## config.mk

```make
export PLATFORM = sky130hd
export DESIGN_NAME = deser_rstb_sequencer
export DESIGN_NICKNAME = d
export VERILOG_FILES = /design/src/rtl/deser_rstb_sequencer.sv
export SDC_FILE = /design/constraint.sdc
export NUM_CORES = 1
export LEC_CHECK = 0
export ABC_AREA = 1
export BUFFER_PORTS_ARGS = -buffer_cell sky130_fd_sc_hd__buf_2
export CORE_MARGIN = 5
export CORE_UTILIZATION = 51
export CTS_BUF_LIST = sky130_fd_sc_hd__clkbuf_4 sky130_fd_sc_hd__clkbuf_8
export CTS_CLUSTER_DIAMETER = 40
export DETAILED_ROUTE_END_ITERATION = 6
export PLACE_DENSITY = 0.74
export RECOVER_POWER = 100
export SYNTH_ARGS = -nofsm -noshare
export SYNTH_HDL_FRONTEND = slang
export SYNTH_SLANG_ARGS = --single-unit
```

## constraint.sdc

```tcl
create_clock -name iclk -period 3.1 [get_ports iclk]
set_input_delay 0.62 -clock iclk [delete_from_list [all_inputs] [get_ports iclk]]
set_output_delay 0.62 -clock iclk [all_outputs]
set_load 0.01 [all_outputs]
```

## src/rtl/deser_rstb_sequencer.sv

```systemverilog
// deser_rstb_sequencer
// Bring-up controller for the TDC deserializer buffer bank. On a start it holds every
// lane reset low, releases the enabled lanes one per stagger slot, waits for the bank
// to settle, then watches each lane's two data words for activity. The result is
// reported per lane and as one overall error flag.
//
// Ports
//   iclk        in   clock; idat is already retimed to this domain
//   irst        in   synchronous active-high reset
//   istart      in   start/restart pulse, accepted only when idle or done
//   ilane_en    in   [NLANE]       lane enable mask, latched on an accepted start
//   idat        in   [2*NLANE*DW]  word j = idat[j*DW +: DW]; lane k owns words 2k, 2k+1
//   orstb_deser out  [NLANE]       active-low lane resets to the buffer bank
//   olane_ok    out  [NLANE]       enabled lanes that showed activity (valid with odone)
//   obusy       out  sequence in progress
//   odone       out  sequence finished; results valid
//   oerr        out  some enabled lane showed no activity
module deser_rstb_sequencer #(
  parameter int unsigned NLANE       = 16,
  parameter int unsigned DW          = 6,
  parameter int unsigned HOLD_CYC    = 64,
  parameter int unsigned STAGGER_CYC = 8,
  parameter int unsigned SETTLE_CYC  = 32,
  parameter int unsigned CHK_CYC     = 256,
  parameter int unsigned CW          = 16
) (
  input  logic                  iclk,
  input  logic                  irst,
  input  logic                  istart,
  input  logic [NLANE-1:0]      ilane_en,
  input  logic [2*NLANE*DW-1:0] idat,
  output logic [NLANE-1:0]      orstb_deser,
  output logic [NLANE-1:0]      olane_ok,
  output logic                  obusy,
  output logic                  odone,
  output logic                  oerr
);

  localparam int unsigned SW = (NLANE > 1) ? $clog2(NLANE) : 1;

  localparam logic [CW-1:0] HoldLd   = CW'(HOLD_CYC - 1);
  localparam logic [CW-1:0] StagLd   = CW'(STAGGER_CYC - 1);
  localparam logic [CW-1:0] SettleLd = CW'(SETTLE_CYC - 1);
  localparam logic [CW-1:0] ChkLd    = CW'(CHK_CYC - 1);
  localparam logic [SW-1:0] LastSlot = SW'(NLANE - 1);

  typedef enum logic [2:0] {StIdle, StHold, StRelease, StSettle, StCheck, StDone} state_e;

  state_e                state_q, state_d;
  logic [CW-1:0]         cnt_q, cnt_d;
  logic [SW-1:0]         slot_q, slot_d;
  logic [NLANE-1:0]      en_q, en_d;
  logic [NLANE-1:0]      seen_q, seen_d;
  logic [2*NLANE*DW-1:0] prev_q, prev_d;
  logic [NLANE-1:0]      rstb_q, rstb_d;
  logic [NLANE-1:0]      ok_q, ok_d;
  logic                  busy_q, busy_d;
  logic                  done_q, done_d;
  logic                  err_q, err_d;

  logic [NLANE-1:0]      act;
  logic [NLANE-1:0]      seen_upd;
  logic [NLANE-1:0]      next_lane;

  // Per-lane activity: either of the lane's two adjacent words moved since last cycle.
  always_comb begin
    act = '0;
    for (int k = 0; k < NLANE; k++) begin
      act[k] = (idat[2*k*DW +: 2*DW] != prev_q[2*k*DW +: 2*DW]);
    end
  end

  // The first check cycle only primes prev_q, so its comparison is discarded.
  assign seen_upd  = seen_q | ((cnt_q == ChkLd) ? '0 : act);
  assign next_lane = NLANE'(1) << (slot_q + SW'(1));

  always_comb begin
    state_d = state_q;
    cnt_d   = cnt_q;
    slot_d  = slot_q;
    en_d    = en_q;
    seen_d  = seen_q;
    prev_d  = prev_q;
    rstb_d  = rstb_q;
    ok_d    = ok_q;
    busy_d  = busy_q;
    done_d  = done_q;
    err_d   = err_q;
    unique case (state_q)
      StIdle, StDone: begin
        if (istart) begin
          state_d = StHold;
          cnt_d   = HoldLd;
          en_d    = ilane_en;
          seen_d  = '0;
          rstb_d  = '0;
          ok_d    = '0;
          err_d   = 1'b0;
          busy_d  = 1'b1;
          done_d  = 1'b0;
        end
      end
      StHold: begin
        if (cnt_q == '0) begin
          state_d   = StRelease;
          cnt_d     = StagLd;
          slot_d    = '0;
          rstb_d[0] = en_q[0];
        end else begin
          cnt_d = cnt_q - CW'(1);
        end
      end
      StRelease: begin
        if (cnt_q != '0) begin
          cnt_d = cnt_q - CW'(1);
        end else if (slot_q == LastSlot) begin
          state_d = StSettle;
          cnt_d   = SettleLd;
        end else begin
          // Disabled lanes still burn their slot so release timing ignores the mask.
          slot_d = slot_q + SW'(1);
          cnt_d  = StagLd;
          rstb_d = rstb_q | (en_q & next_lane);
        end
      end
      StSettle: begin
        if (cnt_q == '0) begin
          state_d = StCheck;
          cnt_d   = ChkLd;
        end else begin
          cnt_d = cnt_q - CW'(1);
        end
      end
      StCheck: begin
        prev_d = idat;
        seen_d = seen_upd;
        if (cnt_q == '0) begin
          state_d = StDone;
          ok_d    = en_q & seen_upd;
          err_d   = |(en_q & ~seen_upd);
          busy_d  = 1'b0;
          done_d  = 1'b1;
        end else begin
          cnt_d = cnt_q - CW'(1);
        end
      end
      default: state_d = StIdle;
    endcase
  end

  always_ff @(posedge iclk) begin
    if (irst) begin
      state_q <= StIdle;
      cnt_q   <= '0;
      slot_q  <= '0;
      en_q    <= '0;
      seen_q  <= '0;
      prev_q  <= '0;
      rstb_q  <= '0;
      ok_q    <= '0;
      busy_q  <= 1'b0;
      done_q  <= 1'b0;
      err_q   <= 1'b0;
    end else begin
      state_q <= state_d;
      cnt_q   <= cnt_d;
      slot_q  <= slot_d;
      en_q    <= en_d;
      seen_q  <= seen_d;
      prev_q  <= prev_d;
      rstb_q  <= rstb_d;
      ok_q    <= ok_d;
      busy_q  <= busy_d;
      done_q  <= done_d;
      err_q   <= err_d;
    end
  end

  assign orstb_deser = rstb_q;
  assign olane_ok    = ok_q;
  assign obusy       = busy_q;
  assign odone       = done_q;
  assign oerr        = err_q;

endmodule

```

==> metrics, run 1 <==
clock slew at reported path FFs=0.06 ns; FMAX=390 MHz; busiest layer in global routing=met2; area delta synth->final=18.1%; PD cells=765 nW/um2; Post-synth EDFFs=0; r2r setup slk=0.54 ns; Layout Cells excl Fill=2,460; initial antenna violation count=13; Ports=246; CTS tree=done; worst hold endpoint=prev_q[24]; DRC Markers=0; final setup skew=0.0146 ns; M3 GR Usage=7.58%; DIE HEIGHT=171 um; placed cell count=2,365; syn_nets=2,078; core area=25,800 um2; pin count of the biggest net entering global routing=150; nets@finish=2,301; GP Congestion=0.900; die area=29,400 um2; Worst EP required=3.54 ns; ys flop type=dfxtp_1; layout cell share with drive strength beyond 1=15.5%; CTS buffer count=50; Synth cell types=43; Seq cells post-synth=282; VDD IR max=0.614 mV; # resized after CTS=0; IO buf count=245; Mapped Avg Cell Area=7.15 um2; failing checks=capacitance limit, slew limit; Synth async-reset ratio=0%; setup violators final=0; H-tree depth=2; top cells by area, synth=dfxtp_1 42%, nor2_1 12%, xnor2_1 11%, o21ai_0 8.9%, nand2_1 7.7%; post-synth top area cell=dfxtp_1; Max-Slew Margin vs Limit=-8.76%; Post-DRT Antenna Nets=0; cell area after synthesis=13,300 um2; 1st-iter DRT viols=867; DRT Pass-1 Iters=5; Ys Warns=0; WL final=33,800 um; Critical Path Max Stage Delay=0.45 ns; Worst-Margin Slew=1.63 ns; initial core utilization=51.5%; critical path class=reg -> reg; Mapped Cells=1,859; sequential area share after synthesis=42.4%; dpl hpwl=23,500 um; Setup crit end kind=flop; CP cell instances=nor2_1 -> nand2_1 -> inv_1 -> nand4_1 -> inv_1 -> nand2_1 -> nand2_2 -> inv_1 -> nand3_1 -> nor2_1 -> inv_1 -> o21ai_0 -> a21oi_1; Slowest cell on crit path=dfxtp_1; Most common cell on crit path=inv_1; clk buf depth=3; reg2reg start=cnt_q[5]; outcome=finished with violations; Clock Sinks=282; MaxCap Viol Count=2; number of global-route vias before repair=11,800; RR Endpoint=cnt_q[11]; Vias=12,300; worst hold path depth=3; Total Power=12,000 uW; HP Start=idat[24]; Vias per Instance=5.01; final hold vios=0; first-pass GRT wire length=54,600 um; period utilization=82.7%; HP Class=in -> reg; commonest non-fill, non-tap cell in the layout=nor2_1; Critical Path Fanout Max=11; Yosys top cell area share=42.4%; Worst-Skew Late Latency=0.55 ns; Critical Path Source Type=flop; R2R cell count=13; Post-CTS Hold Buffers=0; grt met2 use=36.2%; die width=171 um; WL per Instance=13.7 um; total grt overflow=0; Setup TNS Final=0 ns; Pleak=0.00691 uW; # rows=59; Global Route Usage Sum=22.1%; Pins Over Slew Limit=167; WP data arrival=3.00 ns; crit path time final=2.56 ns; Post-CTS Setup Inserts=0; GR Layer Usage met1=27.4%; Setup crit start=cnt_q[5]; Root Buffer=clkbuf_8; RSZ-0062 raised after global routing=no; most frequent cells in the layout=446 x nor2_1, 282 x dfxtp_1, 276 x nand2_1; Fill cells=2,412
[worst max-delay path, delay by kind of cell (launching register included)]
kind                   cells  cell delay (ns)
and+or+nand+nor            7             1.17
buffers and inverters      4             0.60
DFF                        1             0.45
AOI/OAI and AO/OA          2             0.23
[state kept, by name, indices dropped and copies added (netlist names)]
register and flops:
prev_q 192, cnt_q 16, en_q 16, olane_ok 16
orstb_deser 16, seen_q 16, slot_q 4, state_q 3
obusy 1, odone 1, oerr 1
[worst max-delay path by stage]
stage | endpoint | slack (ns)
after floorplan | cnt_q[8] | 1.34
after global placement | cnt_q[11] | 0.73
after detailed placement | cnt_q[11] | 0.70
after CTS | cnt_q[11] | 0.78
after global routing | cnt_q[11] | 0.30
final | cnt_q[11] | 0.54
[power breakdown]
| group | internal, uW | leakage (uW) | switching [uW] | total, uW |
|---|---|---|---|---|
| registers | 4440 | 0.00230 | 582 | 5020 |
| clock network | 2200 | 0.000573 | 1500 | 3700 |
| logic | 1300 | 0.00404 | 2000 | 3300 |
[routing by layer]
layer	share of wire (%)	vias up
met5	0.20	-
met4	2.5	12
met3	9.3	70
met2	46	359
met1	42	5542
li1	-	6348
[synthesized netlist by cell type, types with 3 or more instances]
cell type and n:
inv_2 10, nor2_4 5, a211oi_1 3, a21oi_1 82, xnor2_1 165, nand3_1 75, clkbuf_1 66, nor2_2 4
nor3_1 16, xor2_1 8, inv_1 119, nor2_1 442, and2_1 14, dfxtp_1 282, ha_1 8, a31oi_1 3
nand2_1 273, nand4_1 3, nand2_2 4, buf_2 11, buf_1 3, o21ai_0 237
[area by class of cell]
cell class | instances | area (um2) | share of cell area (%)
Tap cell | 335 | 419 | 2.67
Inverter | 131 | 500 | 3.19
Sequential cell | 282 | 5650 | 35.9
Multi-Input combinational cell | 1363 | 6760 | 43.0
Timing Repair Buffer | 254 | 1270 | 8.07
Antenna cell | 8 | 20.0 | 0.127
Clock buffer | 73 | 942 | 6.00
Clock inverter | 14 | 153 | 0.972
[cell families after synthesis]
family	Yosys count	synth area share, %
AO/OA/AOI/OAI	335	12.9
adder cells (fa/ha/maj)	8	0.753
XOR/XNOR	173	11.4
flip-flops	282	42.4
buffers and inverters	214	6.29
AND/OR/NAND/NOR	847	26.2
[through the flow]
stage / utilization (%) / setup WS [ns] / hold slack, ns / instance area [um2]
5_1_grt: 60.8 / 0.300 / 0.302 / 15700
3_5_place_dp: 56.9 / 0.700 / 0.442 / 14700
4_1_cts: 61.1 / 0.778 / 0.281 / 15800
3_3_place_gp: 56.9 / 0.726 / 0.439 / 14700
6_report: 60.8 / 0.536 / 0.313 / 15700
2_1_floorplan: - / 1.34 / 0.444 / 13300
Power figures use the tool's default switching activity.
==> inputs of run 2 (changes only) <==
- PLACE_DENSITY: 0.74 -> 0.77
- clock period: 3.1 -> 2.25 ns (I/O delays scaled with it)
==> run 2 against run 1 <==
Against the previous run: the flow now finishes without violations; critical endpoint is now seen_q[2]; register-to-register slack got worse by 0.33 ns; worst setup slack lost 0.33 ns; highest routed layer unchanged; die area stayed put; worst hold slack got worse by 0.19 ns; critical path type unchanged.
==> metrics, run 2 (synthesis results as in run 1) <==
largest register by flop count=prev_q; WP data arrival=2.51 ns; Fill cells=2,358; Largest delay share family, worst path=buffers and inverters; Setup TNS Final=0 ns; Flop pwr share=40.5%; Logic pwr share=27.4%; MaxCap Viol Count=0; period utilization=90.7%; Sw Ratio=34.1%; Crit path buffers/inverters=3; WP depth=9; CP cell instances=inv_2 -> nor2_4 -> nor3_1 -> nand2_1 -> clkbuf_2 -> nand2_1 -> clkbuf_2 -> o21ai_0 -> and2_1; RR Endpoint=seen_q[2]; outcome=finished, final reports clean; Setup crit start=state_q[2]; dpl hpwl=23,900 um; layout cell share with drive strength beyond 1=16.4%; CTS tree=done; RSZ-0062 raised after global routing=no; 1st-iter DRT viols=696; Post-CTS Hold Buffers=0; WL per Instance=14.0 um; Post-DRT Antenna Nets=0; DRC Markers=0; P_sw=5840 uW; Pins Over Slew Limit=0; GP Congestion=0.916; WL final=34,500 um; Layout Cells excl Fill=2,470; Clock Sinks=282; critical path class=reg -> reg; first-pass GRT wire length=56,200 um; most frequent cells in the layout=444 x nor2_1, 282 x dfxtp_1, 274 x nand2_1; # rows=59; IO buf count=245; pin count of the biggest net entering global routing=113; total grt overflow=0; nets@finish=2,310; DIE HEIGHT=171 um; final hold vios=0; Setup crit end kind=flop; max reg flops=192; final setup skew=0.0204 ns; placed cell count=2,374; Global Route Usage Sum=22.9%; H-tree depth=2; register area=5650 um2; number of global-route vias before repair=12,000; R2R cell count=9; die area=29,400 um2; Power Internal=11,300 uW; Clk pwr share=32.1%; clk buf depth=3; commonest non-fill, non-tap cell in the layout=nor2_1; Critical Path Max Stage Delay=0.52 ns; Post-CTS Setup Inserts=0; Vias per Instance=5.03; initial antenna violation count=10; Worst-Margin Slew=1.06 ns; Pleak=0.00702 uW; multi-input logic area=6800 um2; PD cells=1080 nW/um2; Critical Path Fanout Max=30; CP Capture Point=seen_q[2]; Ports=246; grt met2 use=38.2%; area delta synth->final=19.5%; crit path time final=2.04 ns; Critical Path Source Type=flop; setup violators final=0; M3 GR Usage=6.87%; FMAX=490 MHz; die width=171 um; HP Class=in -> reg; initial core utilization=51.5%; core area=25,800 um2; Root Buffer=clkbuf_8; clock slew at reported path FFs=0.06 ns; CTS buffer count=50; Worst-Skew Late Latency=0.58 ns; r2r setup slk=0.21 ns; GR Layer Usage met1=27.7%; Max-Slew Margin vs Limit=29.1%; Worst EP required=2.72 ns; reg2reg start=state_q[2]; # resized after CTS=0; busiest layer in global routing=met2; Vias=12,400; Slowest cell on crit path=clkbuf_2; DRT Pass-1 Iters=5; VDD IR max=0.753 mV
run 2: changes by cell type in the layout (fill, tap and decap cells not counted), sizes merged:
cell / delta
buf: +6
diode: -5
clkinvlp: -4
inv: +4
bufinv: +3
clkbuf: +3
clkinv: +3
run 2: worst reg2reg max path: stages, from the launching register on:
cell      delay [ns]
dfxtp_1         0.36
inv_2           0.10
nor2_4          0.04
nor3_1          0.16
nand2_1         0.14
clkbuf_2        0.20
nand2_1         0.08
clkbuf_2        0.52
o21ai_0         0.17
and2_1          0.19
run 2: per-layer routing:
metal	vias up	part of all wire, %
met1	5582	41
met3	85	8.5
met2	360	47
li1	6380	-
met5	-	0.22
met4	14	3.1
run 2: power groups by stage:
stage          logic, uW  registers [uW]  clock network [uW]
2_1_floorplan       3690            6800                   0
3_3_place_gp        4600            6960                   0
3_5_place_dp        4730            7020                   0
4_1_cts             4770            6920                5630
5_1_grt             5400            7050                5860
6_report            4700            6930                5500
run 2: worst min-delay path by stage:
| stage | slack, ns | cells past startpoint | endpoint | startpoint |
|---|---|---|---|---|
| 2_1_floorplan | 0.44 | 2 | cnt_q[14] | cnt_q[14] |
| 3_3_place_gp | 0.44 | 2 | orstb_deser[12] | orstb_deser[12] |
| 3_5_place_dp | 0.44 | 2 | orstb_deser[15] | orstb_deser[15] |
| 4_1_cts | 0.08 | 3 | prev_q[20] | idat[20] |
| 5_1_grt | 0.09 | 3 | prev_q[182] | idat[182] |
| 6_report | 0.12 | 3 | prev_q[33] | idat[33] |
run 2: layout make-up:
type / count / area share, %
diodes: 3 / 0.0472
clock buffers: 73 / 5.73
clock inverters: 20 / 1.68
inverters: 131 / 3.16
multi-input cells: 1363 / 42.8
flip-flops and latches: 282 / 35.5
well taps: 335 / 2.64
repair buffers: 263 / 8.42
run 2: stage by stage:
stage / power, uW / hold slack [ns] / setup slack (ns) / utilization [%] / cell area (um2)
after CTS: 17300 / 0.0847 / 0.256 / 61.8 / 16000
after global routing: 18300 / 0.0924 / 0.0573 / 61.5 / 15900
after detailed placement: 11700 / 0.438 / 0.302 / 57.3 / 14800
final: 17100 / 0.122 / 0.209 / 61.5 / 15900
after floorplan: 10500 / 0.444 / 0.505 / - / 13300
after global placement: 11600 / 0.439 / 0.333 / 57.3 / 14800
==> inputs of run 3 (changes only) <==
- ABC_AREA: 1 -> not set
- CAP_MARGIN: not set -> 20
- CORE_ASPECT_RATIO: not set -> 1.2
==> run 3 against run 2 <==
Against the previous run: the flow now finishes with violations (setup timing); utilization is 3.1 points higher; worst setup slack got worse by 0.36 ns; clock-buffer cell count fell by 6; synthesized cell count shrank 13%; sequential share of layout area fell by 0.088 points; sequential power down 26%; non-clock buffer count rose by 60; clock power decreased by 4.2%; fmax fell by 15%; critical path type unchanged.
==> metrics, run 3 <==
Worst EP required=2.73 ns; Pins Over Slew Limit=0; clk buf depth=3; sequential area share after synthesis=44.2%; core area=24,700 um2; pin count of the biggest net entering global routing=100; worst hold path depth=3; final worst setup slack=-0.154 ns; Global Route Usage Sum=23.8%; layout cell share with drive strength beyond 1=21.6%; ys flop type=dfxtp_1; first-pass GRT wire length=56,200 um; Pleak=0.00609 uW; RR Endpoint=slot_q[2]; post-synth top area cell=dfxtp_1; CTS buffer count=47; commonest non-fill, non-tap cell in the layout=nand2_1; Total Power=11,600 uW; area delta synth->final=24.9%; fin util=64.6%; DRC Markers=0; 1st-iter DRT viols=638; Final Cell Area=15,900 um2; Post-synth EDFFs=0; cell area after synthesis=12,800 um2; die width=154 um; Synth async-reset ratio=0%; VDD IR max=0.543 mV; largest register by flop count=prev_q; multi-input logic area=6890 um2; reg2reg start=cnt_q[0]; Setup crit end kind=flop; initial antenna violation count=5; MaxCap Viol Count=0; initial core utilization=51.7%; Worst-Margin Slew=0.644 ns; syn_nets=1,834; number of global-route vias before repair=11,800; failing checks=setup timing; r2r setup slk=-0.15 ns; H-tree depth=2; Max-Slew Margin vs Limit=57.0%; total grt overflow=0; GP Congestion=0.850; max reg flops=192; IO buf count=245; dpl hpwl=25,100 um; R2R cell count=7; top cells by area, synth=dfxtp_1 44%, nand2_1 13%, a21oi_1 9.8%, xor2_1 7.9%, xnor2_1 6.1%; Power Internal=8850 uW; Flop pwr share=43.9%; Mapped Cells=1,615; clock slew at reported path FFs=0.07 ns; crit path time final=2.40 ns; Synth cell types=56; WP data arrival=2.89 ns; PD cells=730 nW/um2; outcome=finished with violations; DP Area=14,700 um2; Clock Sinks=282; most frequent cell after synthesis=nand2_1; # rows=63; Clk pwr share=45.3%; Ports=246; setup violators final=51; WL per Instance=15.8 um; WL final=35,600 um; critical path class=reg -> reg; Yosys top cell area share=44.2%; Critical Path Fanout Max=5; Placement Setup Slack=-0.201 ns; FMAX=416 MHz; nets@finish=2,110; HP Start=ilane_en[12]; Sw Ratio=24.0%; Vias per Instance=5.33; P_sw=2800 uW; Vias=12,000; Post-CTS Hold Buffers=0; Mapped Avg Cell Area=7.91 um2; final setup skew=0.0307 ns; Root Buffer=clkbuf_8; Logic pwr share=10.8%; die area=28,300 um2; Critical Path Source Type=flop; DRT Pass-1 Iters=5; period utilization=107%; DIE HEIGHT=183 um; Worst-Skew Late Latency=0.56 ns; Post-DRT Antenna Nets=0; CTS tree=done; register area=5650 um2; Fill cells=2,137; most frequent cells in the layout=443 x nand2_1, 278 x dfxtp_1, 243 x a21oi_1; final hold vios=0; HP Class=in -> reg; Ys Warns=0; RSZ-0062 raised after global routing=yes; worst hold endpoint=en_q[12]; Seq cells post-synth=282; Synth top cells by count=443 x nand2_1, 282 x dfxtp_1, 249 x a21oi_1
run 3: changes by cell type after synthesis, sizes merged, moves of 76 or more:
cell | previous run | this run
xnor2 | 165 | 89
xor2 | 8 | 115
inv | 129 | 12
nand2 | 278 | 443
nor2 | 453 | 62
a21oi | 82 | 249
o21ai | 238 | 11
run 3: power by group through the flow:
stage,Clock [uW],Combinational [uW],Sequential [uW]
global placement,0,1120,5220
finish,5270,1260,5120
global route,5610,1370,5120
detailed placement,0,1140,5220
CTS,5370,1190,5110
floorplan,0,588,5210
run 3: logic make-up (layout without fill, tap and decap cells):
logic type / count (synthesis) / count (layout) / share of synthesized area [%]
AND/OR/NAND/NOR: 677 / 677 / 23.0
AO/OA/AOI/OAI: 336 / 336 / 14.7
flip-flops: 282 / 282 / 44.2
XOR/XNOR: 204 / 204 / 14.0
buffers and inverters: 108 / 418 / 3.26
adder cells (fa/ha/maj): 8 / 8 / 0.784
other: 0 / 4 / 0
run 3: how the worst max path moves through the flow:
stage / startpoint / end / slack, ns / cells past startpoint
2_1_floorplan: cnt_q[0] / slot_q[2] / -0.31 / 9
3_3_place_gp: cnt_q[0] / slot_q[2] / -0.14 / 7
3_5_place_dp: cnt_q[15] / state_q[0] / -0.20 / 6
4_1_cts: cnt_q[15] / slot_q[2] / -0.15 / 5
5_1_grt: cnt_q[0] / slot_q[2] / -0.21 / 7
6_report: cnt_q[0] / slot_q[2] / -0.15 / 7
run 3: timing repair:
item | 4_1_cts | 5_1_grt
setup endpoints to repair | 50 | 55
buffers inserted | 3 | 5
resized for setup | 18 | 34
pin swaps | 15 | 15
cloned | 0 | 1
run 3: cell type report:
type / count / share of cell area, %
antenna: 4 / 0.0628
clock buffer: 67 / 5.47
clock inverter: 16 / 1.52
inverter: 12 / 0.282
multi-input combinational: 1225 / 43.2
sequential: 282 / 35.4
tap: 325 / 2.55
timing repair buffer: 323 / 11.5
run 3: critical path, stage by stage (launching register included):
cell,delay (ns)
dfxtp_2,0.32
inv_2,0.07
ha_4,0.12
or3b_4,0.37
or4_4,0.56
or3_4,0.36
or4_4,0.42
a21oi_2,0.12
run 3: per-stage QoR:
| step | instances | TNS (ns) | hold WS [ns] |
|---|---|---|---|
| floorplan | 1615 | -7.01 | 0.446 |
| global route | 2254 | -9.43 | 0.104 |
| detailed placement | 2159 | -3.96 | 0.451 |
| CTS | 2245 | -1.43 | 0.0933 |
| global placement | 2159 | -2.10 | 0.442 |
| finish | 2254 | -3.69 | 0.121 |
run 3: per-layer routing:
metal	up-vias	share of wire [%]	GRT usage (%)	wire, um
li1	5978	-	-	-
met1	5575	39	27.4	14000
met2	365	49	41.3	17600
met3	94	7.2	6.23	2560
met4	2	4.0	10.8	1420
met5	-	0.037	0	13
